===== src/rtl/iomem_dbg_pkg.sv =====
// Shared definitions for the iomem debug master: FSM state encoding and the
// command/reply byte values of the host protocol.
package iomem_dbg_pkg;

  typedef enum logic [2:0] {
    StIdle,
    StAddr,
    StData,
    StBus,
    StResp
  } state_e;

  localparam logic [7:0] OpWrite     = 8'h57;  // 'W'
  localparam logic [7:0] OpRead      = 8'h52;  // 'R'
  localparam logic [7:0] RespOk      = 8'h4B;  // 'K'
  localparam logic [7:0] RespBad     = 8'h3F;  // '?'
  localparam logic [7:0] RespTimeout = 8'h54;  // 'T'

endpackage


===== src/rtl/iomem_dbg_txser.sv =====
// Response serializer: holds up to four reply bytes and presents them MSB
// first on a valid/ready byte interface.
//   clk, resetn    clock, synchronous active-low reset
//   load_i         capture load_data_i and start sending (only while idle)
//   load_data_i    reply word; single-byte replies sit in [31:24]
//   load_four_i    1: send all four bytes, 0: send only [31:24]
//   tx_ready_i     sink accepts tx_data_o
//   tx_data_o      current byte
//   tx_valid_o     tx_data_o valid
//   last_o         final byte is being handed over this cycle
module iomem_dbg_txser (
  input  logic        clk,
  input  logic        resetn,
  input  logic        load_i,
  input  logic [31:0] load_data_i,
  input  logic        load_four_i,
  input  logic        tx_ready_i,
  output logic [7:0]  tx_data_o,
  output logic        tx_valid_o,
  output logic        last_o
);

  logic [31:0] shift_q, shift_d;
  logic [1:0]  left_q, left_d;   // bytes still to send after the current one
  logic        valid_q, valid_d;

  always_comb begin
    shift_d = shift_q;
    left_d  = left_q;
    valid_d = valid_q;
    if (load_i) begin
      shift_d = load_data_i;
      left_d  = load_four_i ? 2'd3 : 2'd0;
      valid_d = 1'b1;
    end else if (valid_q && tx_ready_i) begin
      if (left_q == 2'd0) begin
        valid_d = 1'b0;
      end else begin
        shift_d = {shift_q[23:0], 8'h00};
        left_d  = left_q - 2'd1;
      end
    end
  end

  always_ff @(posedge clk) begin
    if (!resetn) begin
      shift_q <= '0;
      left_q  <= '0;
      valid_q <= 1'b0;
    end else begin
      shift_q <= shift_d;
      left_q  <= left_d;
      valid_q <= valid_d;
    end
  end

  assign tx_data_o  = shift_q[31:24];
  assign tx_valid_o = valid_q;
  assign last_o     = valid_q && tx_ready_i && (left_q == 2'd0);

endmodule


===== src/rtl/iomem_dbg_master.sv =====
// Byte-stream to iomem bus initiator. Host command bytes arrive on rx, one
// 32-bit iomem read or write is issued, and status/data bytes leave on tx.
//   'W' A3 A2 A1 A0 D3 D2 D1 D0 -> write, reply 'K'
//   'R' A3 A2 A1 A0             -> read, reply R3 R2 R1 R0
//   any other opcode            -> reply '?', no bus cycle
// Ports:
//   clk, resetn                      clock, synchronous active-low reset
//   rx_data/rx_valid/rx_ready        command byte input
//   tx_data/tx_valid/tx_ready        response byte output
//   iomem_valid/ready/wstrb/addr/wdata/rdata   iomem initiator port
//   busy                             high whenever not idle
// Optional: define IOMEM_DBG_TIMEOUT_EN to abort a bus cycle after
// TIMEOUT_CYCLES cycles without iomem_ready and reply 'T'.
module iomem_dbg_master
  import iomem_dbg_pkg::*;
#(
  parameter int unsigned TIMEOUT_CYCLES = 1024
) (
  input  logic        clk,
  input  logic        resetn,
  input  logic [7:0]  rx_data,
  input  logic        rx_valid,
  output logic        rx_ready,
  output logic [7:0]  tx_data,
  output logic        tx_valid,
  input  logic        tx_ready,
  output logic        iomem_valid,
  input  logic        iomem_ready,
  output logic [3:0]  iomem_wstrb,
  output logic [31:0] iomem_addr,
  output logic [31:0] iomem_wdata,
  input  logic [31:0] iomem_rdata,
  output logic        busy
);

  state_e      state_q, state_d;
  logic [1:0]  cnt_q, cnt_d;
  logic [31:0] addr_q, addr_d;
  logic [31:0] wdata_q, wdata_d;
  logic        is_write_q, is_write_d;

  logic        ser_load;
  logic [31:0] ser_data;
  logic        ser_four;
  logic        ser_last;
  logic        tmo_expire;

`ifdef IOMEM_DBG_TIMEOUT_EN
  localparam int unsigned TmoW = $clog2(TIMEOUT_CYCLES + 1);
  logic [TmoW-1:0] tmo_q, tmo_d;

  // Counter holds the number of BUS cycles already elapsed, so it is zero on
  // BUS entry and the last allowed cycle is TIMEOUT_CYCLES-1.
  assign tmo_expire = (tmo_q == TmoW'(TIMEOUT_CYCLES - 1));

  always_comb begin
    tmo_d = '0;
    if (state_q == StBus) begin
      tmo_d = tmo_q + TmoW'(1);
    end
  end

  always_ff @(posedge clk) begin
    if (!resetn) begin
      tmo_q <= '0;
    end else begin
      tmo_q <= tmo_d;
    end
  end
`else
  assign tmo_expire = 1'b0;
`endif

  always_comb begin
    state_d    = state_q;
    cnt_d      = cnt_q;
    addr_d     = addr_q;
    wdata_d    = wdata_q;
    is_write_d = is_write_q;
    ser_load   = 1'b0;
    ser_data   = '0;
    ser_four   = 1'b0;
    case (state_q)
      StIdle: begin
        if (rx_valid) begin
          cnt_d = 2'd0;
          if (rx_data == OpWrite || rx_data == OpRead) begin
            is_write_d = (rx_data == OpWrite);
            state_d    = StAddr;
          end else begin
            ser_load = 1'b1;
            ser_data = {RespBad, 24'h0};
            state_d  = StResp;
          end
        end
      end
      StAddr: begin
        if (rx_valid) begin
          cnt_d = cnt_q + 2'd1;
          if (cnt_q == 2'd3) begin
            // Word address only: low two bits dropped on the last byte.
            addr_d  = {addr_q[23:0], rx_data[7:2], 2'b00};
            state_d = is_write_q ? StData : StBus;
          end else begin
            addr_d = {addr_q[23:0], rx_data};
          end
        end
      end
      StData: begin
        if (rx_valid) begin
          cnt_d   = cnt_q + 2'd1;
          wdata_d = {wdata_q[23:0], rx_data};
          if (cnt_q == 2'd3) begin
            state_d = StBus;
          end
        end
      end
      StBus: begin
        // A ready coinciding with expiry completes normally.
        if (iomem_ready) begin
          ser_load = 1'b1;
          ser_four = !is_write_q;
          ser_data = is_write_q ? {RespOk, 24'h0} : iomem_rdata;
          state_d  = StResp;
        end else if (tmo_expire) begin
          ser_load = 1'b1;
          ser_data = {RespTimeout, 24'h0};
          state_d  = StResp;
        end
      end
      StResp: begin
        if (ser_last) begin
          state_d = StIdle;
        end
      end
      default: state_d = StIdle;
    endcase
  end

  always_ff @(posedge clk) begin
    if (!resetn) begin
      state_q    <= StIdle;
      cnt_q      <= '0;
      addr_q     <= '0;
      wdata_q    <= '0;
      is_write_q <= 1'b0;
    end else begin
      state_q    <= state_d;
      cnt_q      <= cnt_d;
      addr_q     <= addr_d;
      wdata_q    <= wdata_d;
      is_write_q <= is_write_d;
    end
  end

  iomem_dbg_txser u_txser (
    .clk         (clk),
    .resetn      (resetn),
    .load_i      (ser_load),
    .load_data_i (ser_data),
    .load_four_i (ser_four),
    .tx_ready_i  (tx_ready),
    .tx_data_o   (tx_data),
    .tx_valid_o  (tx_valid),
    .last_o      (ser_last)
  );

  // Gated by resetn so the port reads 0 while reset is held.
  assign rx_ready = resetn &&
                    (state_q == StIdle || state_q == StAddr || state_q == StData);

  // Leaving BUS the cycle after ready guarantees valid is never held into a
  // second ready.
  assign iomem_valid = (state_q == StBus);
  assign iomem_wstrb = (state_q == StBus && is_write_q) ? 4'hF : 4'h0;
  assign iomem_addr  = addr_q;
  assign iomem_wdata = wdata_q;
  assign busy        = (state_q != StIdle);

endmodule


===== config.mk =====
export PLATFORM = sky130hd
export DESIGN_NAME = iomem_dbg_master
export DESIGN_NICKNAME = d
export VERILOG_FILES = /design/src/rtl/iomem_dbg_pkg.sv /design/src/rtl/iomem_dbg_txser.sv /design/src/rtl/iomem_dbg_master.sv
export SDC_FILE = /design/constraint.sdc
export NUM_CORES = 1
export LEC_CHECK = 0
export CAP_MARGIN = 20
export CORE_MARGIN = 2
export CORE_UTILIZATION = 40
export CTS_CLUSTER_DIAMETER = 30
export CTS_CLUSTER_SIZE = 12
export DETAILED_ROUTE_END_ITERATION = 8
export PLACE_DENSITY = 0.74
export SYNTH_ARGS = -nofsm -noshare
export SYNTH_HDL_FRONTEND = slang
export SYNTH_HIERARCHICAL = 1
export SYNTH_SLANG_ARGS = --single-unit
export TNS_END_PERCENT = 30

===== constraint.sdc =====
create_clock -name clk -period 5.07 [get_ports clk]
set_input_delay 0.507 -clock clk [delete_from_list [all_inputs] [get_ports clk]]
set_output_delay 0.507 -clock clk [all_outputs]
set_load 0.02 [all_outputs]

==> reports/qor.yml <==
drt:
  viasPerCell: 5.16
  num_vias: 4117
  drt_first_pass_iters: 4
  wl_per_cell_um: 14.5
  drc_errors: 0
  drt_iter0_markers: 271
  ant_nets: 0
  totalWireLength_mm: 11.5
status:
  status: "finished, final reports clean"
clocking:
  clk-insertion-delay-late_ns: 0.34
  cts_max_level: 3
  numCtsBuffers: 9
  ctsHoldBuffers: 0
  cts_sinks: 105
  cts_tree: "built"
  clock_path_buffers: 2
  clk_pin_slew_worst_paths_ns: 0.07
  cts_resized: 0
  cts_root_buffer: "clkbuf_16"
  post_cts_buffers: 0
power:
  static-leakage-power_nw: 2.03
  combPwrFrac_pct: 8.9
  swShare_pct: 23.2
  p_per_area_nw_per_um2: 291
  p_seq_share_pct: 48.4
  ir_drop_mv: 0.216
  p_int_w: 0.00136
  clkPwrFrac_pct: 42.7
  p_sw_w: 0.000410
critical_path:
  r2r-start: "state_q[0]"
  worstSetupStartpoint: "rx_valid"
  crit_type: "primary input to flop"
  crit_required_ns: 5.25
  critPathArrivalTime_ns: 3.20
  start_kind: "primary input"
  cp_max_fo: 43
  cp-end-kind: "flop"
finish:
  fin_nets: 700
  final_layout_size_suffix_gt1_share_pct: 5.62
  multi_input_area_um2: 2100
  seq_area_um2: 2100
  final_cells: 798
  fin_util_pct: 55.5
  num_antenna_cells: 0
  fill_cells: 1045
  syn2layout_area_growth_pct: 34.4
sta:
  setup_violations: 0
  hold_violations: 0
  max_freq_mhz: 331
  worstMarginPinSlew_ns: 1.12
  worst_clock_skew_ns: 0.00662
  finalMaxSlewViolations: 0
  rsz0062_at_grt: "no"
  tns_ns: 0
  finalCritPeriodShare_pct: 59.6
  timing.slew.headroom_pct: 25.5
  min_period_ns: 3.02
worst_hold_path:
  hold_start: "iomem_wdata[24]"
  hold_path_class: "flop to flop"
synth:
  syn_avg_cell_area_um2: 7.95
  synth_top_area_share_pct: 46.6
  netlist_area_um2: 4510
  synth-edff-count: 0
  ys_warn_count: 6
  ys_seq_area_share_pct: 46.6
  synth_fp_nets: 615
  netlist_instances: 568
  ys_types: 46
  ys_ff_latch: 105
  synth_most_common_cell: "nand2_1"
  synth_top_cell_by_area: "dfxtp_1"
  async_reset_ff_share_pct: 0
  yosys-top-cells-area: "dfxtp_1 47%, nand2_1 13%, a21oi_1 7.4%"
  yosys_most_used_dff: "dfxtp_1"
  synthTopCellsByCount: "151 x nand2_1, 105 x dfxtp_1, 67 x a21oi_1"
global_routing:
  overflow: 0
  track_usage_pct: 18.9
  antenna_found_initial: 0
  grt_pass1_vias: 3733
  grt_start_max_net_pins: 68
  grt_pass1_wl_mm: 18.1
placement:
  dp_hpwl_mm: 7.76
  placed_cells: 780
  numPortBuffers: 124
  globalplace.congestion: 0.794
floorplan:
  start_util_pct: 41.3
  core_area_um2: 10900
  die_w_um: 110
  die_y_um: 110
  rows: 38
  dieArea_um2: 12200
  io_pins: 125
run:
  maxCapViolations: 0
-- kinds of logic (layout without fill, tap and decap cells) --
kind of cell	after synthesis	count (layout)	synth area share, %
buffers and inverters	64	154	7.57
XOR/XNOR	3	3	0.582
flip-flops	105	105	46.6
adder cells (fa/ha/maj)	2	2	0.554
AO/OA/AOI/OAI	143	143	18.6
AND/OR/NAND/NOR	251	251	26.1
-- through the flow --
stage / hold WS, ns / cell area [µm²] / power [W] / setup WS, ns
finish: 0.456 / 6070 / 0.00177 / 2.05
global placement: 0.441 / 5690 / 0.00102 / 1.97
CTS: 0.457 / 6020 / 0.00178 / 2.11
floorplan: 0.449 / 4510 / 0.000965 / 3.05
global route: 0.471 / 6070 / 0.00184 / 1.89
detailed placement: 0.447 / 5690 / 0.00103 / 1.77
-- final timing paths --
kind         slack (ns)  cells after the start                  end
max                2.05                      8  u_txser/shift_q[30]
min                0.46                      2      iomem_wdata[24]
max reg2reg        2.27                      6  u_txser/shift_q[30]
min reg2reg        0.46                      2      iomem_wdata[24]
-- power groups by stage --
stage	sequential [W]	combinational, W	clock (W)
after floorplan	0.000869	0.0000955	0
after global placement	0.000873	0.000147	0
after detailed placement	0.000874	0.000152	0
after CTS	0.000855	0.000154	0.000769
after global routing	0.000857	0.000170	0.000811
final	0.000855	0.000157	0.000755
-- routing by layer --
layer	wire length [µm]	GRT usage (%)	up-vias
met4	165	6.61	0
met5	0	0	-
met1	5320	24.5	1934
met3	404	3.59	14
li1	-	-	2079
met2	5660	31.3	90
-- critical path: stages --
cell	delay, ns
clkdlybuf4s50_1	0.71
nor4b_1	0.28
o31ai_1	0.20
nand2_1	0.14
buf_4	0.38
clkinv_2	0.50
o21ai_0	0.38
a211oi_2	0.08
-- placed cells by master, fill, tap and decap left out, drive strengths merged, types with 3 or more instances in the layout --
| cell type | count |
|---|---|
| a211oi | 17 |
| clkdlybuf4s50 | 124 |
| nor2 | 17 |
| nor3 | 17 |
| nand3b | 4 |
| a21boi | 8 |
| dfxtp | 105 |
| buf | 9 |
| nor2b | 3 |
| nand2b | 4 |
| inv | 7 |
| a21oi | 67 |
| a31oi | 10 |
| nand2 | 151 |
| o21ai | 31 |
| clkbuf | 9 |
| and2 | 27 |
| o2bb2ai | 3 |
| nand3 | 12 |
| nand4bb | 3 |
-- state kept, by name, indices dropped and copies added (netlist names) --
register	cells
state_q	3
cnt_q	2
u_txser/tx_valid_o	1
u_txser/left_q	2
iomem_wdata	32
u_txser/shift_q	32
iomem_addr	32
is_write_q	1
-- area by class of cell --
class	instances	share of cell area (%)
clock inverter	7	1.67
inverter	5	0.330
timing repair buffer	133	22.1
sequential	105	34.7
tap	140	2.89
multi-input combinational	399	34.6
clock buffer	9	3.71
No activity file was read; power rests on OpenSTA's default activity.
